**src/rtl/aig_stream_evaluator_if.sv**
```systemverilog
// rtl/aig_stream_evaluator_if.sv - Handshake bundle for the AIG stream evaluator
//
// Purpose: groups the configuration, input-vector, result and status signals
// of aig_stream_evaluator so they can be passed as a single port.
// Signals:
//   cfg_valid/cfg_ready, cfg_op[1:0], cfg_lit0/cfg_lit1[LIT_W], cfg_po_idx : node/PO load
//   in_valid/in_ready, in_pi[NUM_PI]                                      : input vector
//   out_valid/out_ready, out_po[NUM_PO]                                   : result vector
//   busy, err                                                             : status
// Modports: slave = evaluator side, master = driver/checker side.
interface aig_stream_evaluator_if #(
  parameter int NUM_PI  = 4,
  parameter int NUM_PO  = 10,
  parameter int MAX_AND = 64
);
  localparam int LIT_W = $clog2(2 * (1 + NUM_PI + MAX_AND));
  localparam int POI_W = (NUM_PO > 1) ? $clog2(NUM_PO) : 1;

  logic              cfg_valid;
  logic              cfg_ready;
  logic [1:0]        cfg_op;
  logic [LIT_W-1:0]  cfg_lit0;
  logic [LIT_W-1:0]  cfg_lit1;
  logic [POI_W-1:0]  cfg_po_idx;
  logic              in_valid;
  logic              in_ready;
  logic [NUM_PI-1:0] in_pi;
  logic              out_valid;
  logic              out_ready;
  logic [NUM_PO-1:0] out_po;
  logic              busy;
  logic              err;

  modport slave (
    input  cfg_valid, cfg_op, cfg_lit0, cfg_lit1, cfg_po_idx, in_valid, in_pi, out_ready,
    output cfg_ready, in_ready, out_valid, out_po, busy, err
  );

  modport master (
    output cfg_valid, cfg_op, cfg_lit0, cfg_lit1, cfg_po_idx, in_valid, in_pi, out_ready,
    input  cfg_ready, in_ready, out_valid, out_po, busy, err
  );
endinterface

```
**src/rtl/aig_stream_evaluator.sv**
```systemverilog
// rtl/aig_stream_evaluator.sv - Programmable and-inverter-graph evaluator, one AND node per cycle
//
// Purpose: holds a run-time loaded AND-node list and PO literals, evaluates
// each accepted input vector node by node and presents the PO values.
// Ports:
//   clk  : rising-edge clock
//   rst  : synchronous active-high reset (also discards the configuration)
//   bus  : aig_stream_evaluator_if.slave (config, input, output, busy/err)
module aig_stream_evaluator #(
  parameter int NUM_PI  = 4,
  parameter int NUM_PO  = 10,
  parameter int MAX_AND = 64
) (
  input  logic                   clk,
  input  logic                   rst,
  aig_stream_evaluator_if.slave  bus
);
  localparam int NUM_VARS = 1 + NUM_PI + MAX_AND;
  localparam int LIT_W    = $clog2(2 * NUM_VARS);
  localparam int VAR_W    = LIT_W - 1;
  // Value vector spans every encodable var so any literal indexes in range.
  localparam int VAL_N    = 2 ** VAR_W;
  localparam int K_W      = (MAX_AND > 1) ? $clog2(MAX_AND) : 1;
  localparam int N_W      = $clog2(MAX_AND + 1);

  typedef enum logic [1:0] {S_IDLE, S_EVAL, S_RESOLVE, S_DONE} state_t;

  state_t             state_q, state_d;
  logic [N_W-1:0]     n_and_q;
  logic [K_W-1:0]     k_q;
  logic [LIT_W-1:0]   lit0_mem [MAX_AND];
  logic [LIT_W-1:0]   lit1_mem [MAX_AND];
  logic [LIT_W-1:0]   po_lit_q [NUM_PO];
  logic [VAL_N-1:0]   val_q;
  logic [NUM_PO-1:0]  out_po_q;
  logic               out_valid_q;
  logic               err_q;

  function automatic logic lit_val(input logic [VAL_N-1:0] v, input logic [LIT_W-1:0] lit);
    return v[lit[LIT_W-1:1]] ^ lit[0];
  endfunction

  logic             cfg_fire;
  logic [VAR_W-1:0] known_lim;
  logic             lit0_ok, lit1_ok, add_ok, po_ok;
  logic [VAR_W-1:0] node_var;
  logic             node_val;
  logic             last_node;

  assign cfg_fire  = bus.cfg_valid && bus.cfg_ready;
  // Vars below this bound are constant, PIs or already-loaded nodes; referencing
  // only those keeps the node list topologically ordered.
  assign known_lim = VAR_W'(NUM_PI + 1) + VAR_W'(n_and_q);
  assign lit0_ok   = bus.cfg_lit0[LIT_W-1:1] < known_lim;
  assign lit1_ok   = bus.cfg_lit1[LIT_W-1:1] < known_lim;
  assign add_ok    = lit0_ok && lit1_ok && (int'(n_and_q) < MAX_AND);
  assign po_ok     = lit0_ok && (int'(bus.cfg_po_idx) < NUM_PO);

  assign node_var  = VAR_W'(NUM_PI + 1) + VAR_W'(k_q);
  assign node_val  = lit_val(val_q, lit0_mem[k_q]) & lit_val(val_q, lit1_mem[k_q]);
  assign last_node = (N_W'(k_q) == n_and_q - N_W'(1));

  // State register
  always_ff @(posedge clk) begin
    if (rst) state_q <= S_IDLE;
    else     state_q <= state_d;
  end

  // Next-state logic
  always_comb begin
    state_d = state_q;
    case (state_q)
      S_IDLE:    if (bus.in_valid) state_d = (n_and_q != '0) ? S_EVAL : S_RESOLVE;
      S_EVAL:    if (last_node) state_d = S_RESOLVE;
      S_RESOLVE: state_d = S_DONE;
      S_DONE:    if (bus.out_ready) state_d = S_IDLE;
      default:   state_d = S_IDLE;
    endcase
  end

  // Output logic; an input vector wins over a same-cycle config write.
  always_comb begin
    bus.in_ready  = (state_q == S_IDLE);
    bus.cfg_ready = (state_q == S_IDLE) && !bus.in_valid;
    bus.busy      = (state_q != S_IDLE);
  end

  assign bus.out_valid = out_valid_q;
  assign bus.out_po    = out_po_q;
  assign bus.err       = err_q;

  // Fan-in literal RAM; contents are meaningless beyond n_and.
  always_ff @(posedge clk) begin
    if (!rst && cfg_fire && bus.cfg_op == 2'b00 && add_ok) begin
      lit0_mem[n_and_q[K_W-1:0]] <= bus.cfg_lit0;
      lit1_mem[n_and_q[K_W-1:0]] <= bus.cfg_lit1;
    end
  end

  // Configuration registers and evaluation datapath
  always_ff @(posedge clk) begin
    if (rst) begin
      n_and_q     <= '0;
      k_q         <= '0;
      val_q       <= '0;
      out_po_q    <= '0;
      out_valid_q <= 1'b0;
      err_q       <= 1'b0;
      for (int j = 0; j < NUM_PO; j++) po_lit_q[j] <= '0;
    end else begin
      if (cfg_fire) begin
        case (bus.cfg_op)
          2'b00: begin
            if (add_ok) n_and_q <= n_and_q + N_W'(1);
            else        err_q   <= 1'b1;
          end
          2'b01: begin
            if (po_ok) begin
              for (int j = 0; j < NUM_PO; j++)
                if (int'(bus.cfg_po_idx) == j) po_lit_q[j] <= bus.cfg_lit0;
            end else begin
              err_q <= 1'b1;
            end
          end
          2'b10: begin
            n_and_q <= '0;
            err_q   <= 1'b0;
            for (int j = 0; j < NUM_PO; j++) po_lit_q[j] <= '0;
          end
          default: err_q <= 1'b1;
        endcase
      end

      case (state_q)
        S_IDLE: begin
          if (bus.in_valid) begin
            // Var 0 stays constant 0; AND values are cleared for the new vector.
            val_q             <= '0;
            val_q[NUM_PI:1]   <= bus.in_pi;
            k_q               <= '0;
          end
        end
        S_EVAL: begin
          val_q[node_var] <= node_val;
          k_q             <= k_q + K_W'(1);
        end
        S_RESOLVE: begin
          for (int j = 0; j < NUM_PO; j++) out_po_q[j] <= lit_val(val_q, po_lit_q[j]);
          out_valid_q <= 1'b1;
        end
        S_DONE: begin
          if (bus.out_ready) out_valid_q <= 1'b0;
        end
        default: ;
      endcase
    end
  end
endmodule

```
**src/flat_wrapper.sv**
```systemverilog
// flat-port wrapper written by rule: the top's interface ports become plain ports
module aig_stream_evaluator_flat 
#(
  parameter int NUM_PI  = 4,
  parameter int NUM_PO  = 10,
  parameter int MAX_AND = 64
)
  (clk, rst, bus_cfg_valid, bus_cfg_op, bus_cfg_lit0, bus_cfg_lit1, bus_cfg_po_idx, bus_in_valid, bus_in_pi, bus_out_ready, bus_cfg_ready, bus_in_ready, bus_out_valid, bus_out_po, bus_busy, bus_err);
  aig_stream_evaluator_if #(.NUM_PI(NUM_PI), .NUM_PO(NUM_PO), .MAX_AND(MAX_AND)) bus_i ();
  input  logic clk;
  input  logic rst;
  input wire logic [$bits(bus_i.cfg_valid)-1:0] bus_cfg_valid;
  input wire logic [$bits(bus_i.cfg_op)-1:0] bus_cfg_op;
  input wire logic [$bits(bus_i.cfg_lit0)-1:0] bus_cfg_lit0;
  input wire logic [$bits(bus_i.cfg_lit1)-1:0] bus_cfg_lit1;
  input wire logic [$bits(bus_i.cfg_po_idx)-1:0] bus_cfg_po_idx;
  input wire logic [$bits(bus_i.in_valid)-1:0] bus_in_valid;
  input wire logic [$bits(bus_i.in_pi)-1:0] bus_in_pi;
  input wire logic [$bits(bus_i.out_ready)-1:0] bus_out_ready;
  output wire logic [$bits(bus_i.cfg_ready)-1:0] bus_cfg_ready;
  output wire logic [$bits(bus_i.in_ready)-1:0] bus_in_ready;
  output wire logic [$bits(bus_i.out_valid)-1:0] bus_out_valid;
  output wire logic [$bits(bus_i.out_po)-1:0] bus_out_po;
  output wire logic [$bits(bus_i.busy)-1:0] bus_busy;
  output wire logic [$bits(bus_i.err)-1:0] bus_err;
  assign bus_i.cfg_valid = bus_cfg_valid;
  assign bus_i.cfg_op = bus_cfg_op;
  assign bus_i.cfg_lit0 = bus_cfg_lit0;
  assign bus_i.cfg_lit1 = bus_cfg_lit1;
  assign bus_i.cfg_po_idx = bus_cfg_po_idx;
  assign bus_i.in_valid = bus_in_valid;
  assign bus_i.in_pi = bus_in_pi;
  assign bus_i.out_ready = bus_out_ready;
  assign bus_cfg_ready = bus_i.cfg_ready;
  assign bus_in_ready = bus_i.in_ready;
  assign bus_out_valid = bus_i.out_valid;
  assign bus_out_po = bus_i.out_po;
  assign bus_busy = bus_i.busy;
  assign bus_err = bus_i.err;
  aig_stream_evaluator #(.NUM_PI(NUM_PI), .NUM_PO(NUM_PO), .MAX_AND(MAX_AND)) u_core (.clk(clk), .rst(rst), .bus(bus_i));
endmodule
```
**config.mk**
```make
export PLATFORM = sky130hd
export DESIGN_NAME = aig_stream_evaluator_flat
export DESIGN_NICKNAME = d
export VERILOG_FILES = /design/src/rtl/aig_stream_evaluator_if.sv /design/src/rtl/aig_stream_evaluator.sv /design/src/flat_wrapper.sv
export SDC_FILE = /design/constraint.sdc
export NUM_CORES = 2
export LEC_CHECK = 0
export BUFFER_PORTS_ARGS = -buffer_cell sky130_fd_sc_hd__buf_2
export CELL_PAD_IN_SITES_DETAIL_PLACEMENT = 2
export CELL_PAD_IN_SITES_GLOBAL_PLACEMENT = 2
export CORE_ASPECT_RATIO = 0.7
export CORE_UTILIZATION = 25
export CTS_CLUSTER_SIZE = 40
export DETAILED_ROUTE_END_ITERATION = 12
export PLACE_DENSITY = 0.56
export SLEW_MARGIN = 10
export SYNTH_ARGS = -nofsm -noshare
export SYNTH_HDL_FRONTEND = slang
export SYNTH_SLANG_ARGS = --single-unit
```
**constraint.sdc**
```tcl
create_clock -name clk -period 8.9 [get_ports clk]
set_input_delay 0.89 -clock clk [delete_from_list [all_inputs] [get_ports clk]]
set_output_delay 0.89 -clock clk [all_outputs]
set_load 0.02 [all_outputs]
```
==> results.cfg <==
[status]
status = completed

[power]
swShare = 0.263
p_sw_uw = 3740
power_density_nw_per_um2 = 199
p_seq_frac = 0.465
peakVddDrop_v = 0.000127
pwr-share-clk = 0.414
combinationalPowerShare = 0.121
internal_power_uw = 10500
leakagePower_uw = 0.0215

[timing]
holdWs_ns = 0.475
max_freq_ghz = 0.141
period_needed_ns = 7.08
finalHoldViolCount = 0
finalSetupTns_ns = 0
period_share = 0.795
fin_skew_ns = 0.0536
relSlewSlack = 0.0654
setup_violations = 0
rsz0062_at_grt = no
slew_violations = 0
worstMarginPinSlew_ns = 1.39
setup_slack_ns = 1.82

[floorplan]
die_h_um = 420
die_w_um = 599
die-area_um2 = 251000
start_util = 0.253
rows = 152
coreArea_um2 = 246000
io_pins = 46

[synth]
synth.avg_cell_area_um2 = 16.6
synth_largest_area_cell = edfxtp_1
synth_cells = 3751
synth_most_common_cell = edfxtp_1
synth.ff_latch_count = 1265
yosysUniqueCellTypes = 87
synth_area_um2 = 62300
yosys_most_used_dff = edfxtp_1
seq_area_frac_synth = 0.583
ys_warn_count = 0
ys_top_cells_by_area = edfxtp_1 (53%), mux4_2 (24%), dfxtp_1 (5.2%)
async_flop_share = 0
synth_edf_count = 1104
synthTopCellsByCount = edfxtp_1 (1,104), mux4_2 (675), clkbuf_1 (253), nor2_1 (214), nand2_1 (194)
syn_nets = 3795
netlist.area_leader.share = 0.532

[layout]
multi_input_area_um2 = 24500
stdcell_count = 7170
syn_to_final_growth_pct = 14.6
seq_area_um2 = 36400
fin_nets = 3795
n_fill_cell = 25300
drive_gt1_frac = 0.332
utilization = 0.290

[setup_path]
end_kind = flip-flop
critPathMaxFanout = 44
crit_type = flip-flop to flip-flop
arrival_ns = 7.72
required_ns = 9.55
cp-start-kind = flip-flop

[routing]
via_count = 39900
wirelength_mm = 256
final_antenna_net_count = 0
drc = 0
vias_per_cell = 5.56
drt_iter0_drc = 4987
firstDrtPassIters = 5
post_drt_wl_per_cell_um = 35.8

[clocking]
cts_resized = 0
numCtsBuffers = 146
cts_setup_buffers = 0
clk_path_buf_depth = 4
tritoncts = done
clock_latency_ns = 0.83
path_clk_slew_ns = 0.06
htree_levels = 4
cts_hold_buf = 0
cts_sinks = 1265
root_buffer = clkbuf_16

[placement]
dp_slack_ns = 1.94
dpl.hpwl_mm = 169
portBuffers = 45
dp_cells = 6913
gp_congestion = 0.886

[global_routing]
first_global_vias = 40400
grt_antenna_before_repair = 19
grt_max_degree = 87
grt_usage = 0.201
grt_pass1_wl_mm = 352
grt_remaining_overflow = 0

[job]
max_cap_violations = 0

[min_path]
hold_start = bus_out_ready
hp-class = input port to flip-flop
[layout by cell type, fill, tap and decap left out, drive strengths merged, types with 10 or more instances in the layout]
cell type,n
nor2b,24
bufinv,10
o31ai,73
a22oi,47
xor2,11
ha,13
mux2i,166
mux4,675
edfxtp,1104
nand2b,19
inv,36
nand4,15
o21ai,60
mux2,21
a31oi,11
a21oi,59
nand3,148
xnor2,20
o211ai,11
buf,249
a32oi,12
clkbuf,174
nor2,215
and2,76
nand2,194
clkinv,59
dfxtp,161
nor3,16
[kinds of logic after synthesis]
group,synth area share
xor gates and xnor gates,0.00435
DFF,0.583
adders and majority gates,0.00309
AOI/OAI and AO/OA,0.0463
muxes,0.274
buffers and inverters,0.0298
and+or+nand+nor,0.0587
[through the flow]
stage	power (uW)	instance area [um2]
3_5_place_dp	8470	66900
2_1_floorplan	7800	62300
3_3_place_gp	8450	66900
5_1_grt	14600	71400
6_report	14200	71400
4_1_cts	14400	71400
[state kept, by name (all words and copies together) (netlist names), named ones only]
| name | cells |
|---|---|
| u_core.lit0_mem | 512 |
| u_core.lit1_mem | 512 |
| u_core.val_q | 128 |
| u_core.po_lit_q | 80 |
| u_core.bus.out_po | 10 |
| u_core.n_and_q | 7 |
| u_core.k_q | 6 |
| u_core.state_q | 2 |
| u_core.bus.err | 1 |
| u_core.bus.out_valid | 1 |
[path summary, 6_finish.rpt]
kind	to	depth (start not counted)	slack, ns
setup / recovery	u_core.val_q[22]$_SDFFE_PP0P_	14	1.82
hold / removal	u_core.bus.out_valid$_SDFFE_PP0P_	3	0.47
setup reg to reg	u_core.val_q[22]$_SDFFE_PP0P_	14	1.82
hold reg to reg	u_core.val_q[49]$_SDFFE_PP0P_	2	0.48
[critical path, stage by stage, from the launching register on]
cell and delay [ns]:
dfxtp_4 0.82, buf_12 0.42, mux4_2 0.55, a22oi_1 0.57, a21oi_1 0.21, nor4_4 1.10, nor2_1 0.60, a32o_1 0.38
o21ai_0 0.26, a31oi_1 0.15, nor2b_1 0.17, and3_1 0.22, o21ai_4 0.81, buf_4 0.40, o31ai_1 0.11
[power groups by stage]
stage	clock network, uW	registers (uW)	logic [uW]
floorplan	0	6650	1150
CTS	6010	6620	1730
detailed placement	0	6750	1730
finish	5890	6620	1720
global route	6210	6620	1820
global placement	0	6740	1700
[area by class of cell]
cell class / count / share of cell area
multi-input combinational: 2057 / 0.343
timing repair buffer: 249 / 0.0256
antenna: 7 / 0.000245
clock inverter: 75 / 0.00888
sequential: 1265 / 0.509
inverter: 32 / 0.00168
tap: 3311 / 0.0580
clock buffer: 174 / 0.0538
[per-layer routing]
layer,vias to the layer above,GRT usage,routed length [um]
met4,2,0.0445,5880
met1,22300,0.314,121000
met2,1975,0.274,103000
met3,264,0.0523,26300
li1,15400,-,-
met5,-,0,7
(Power assumes the default switching activity.)
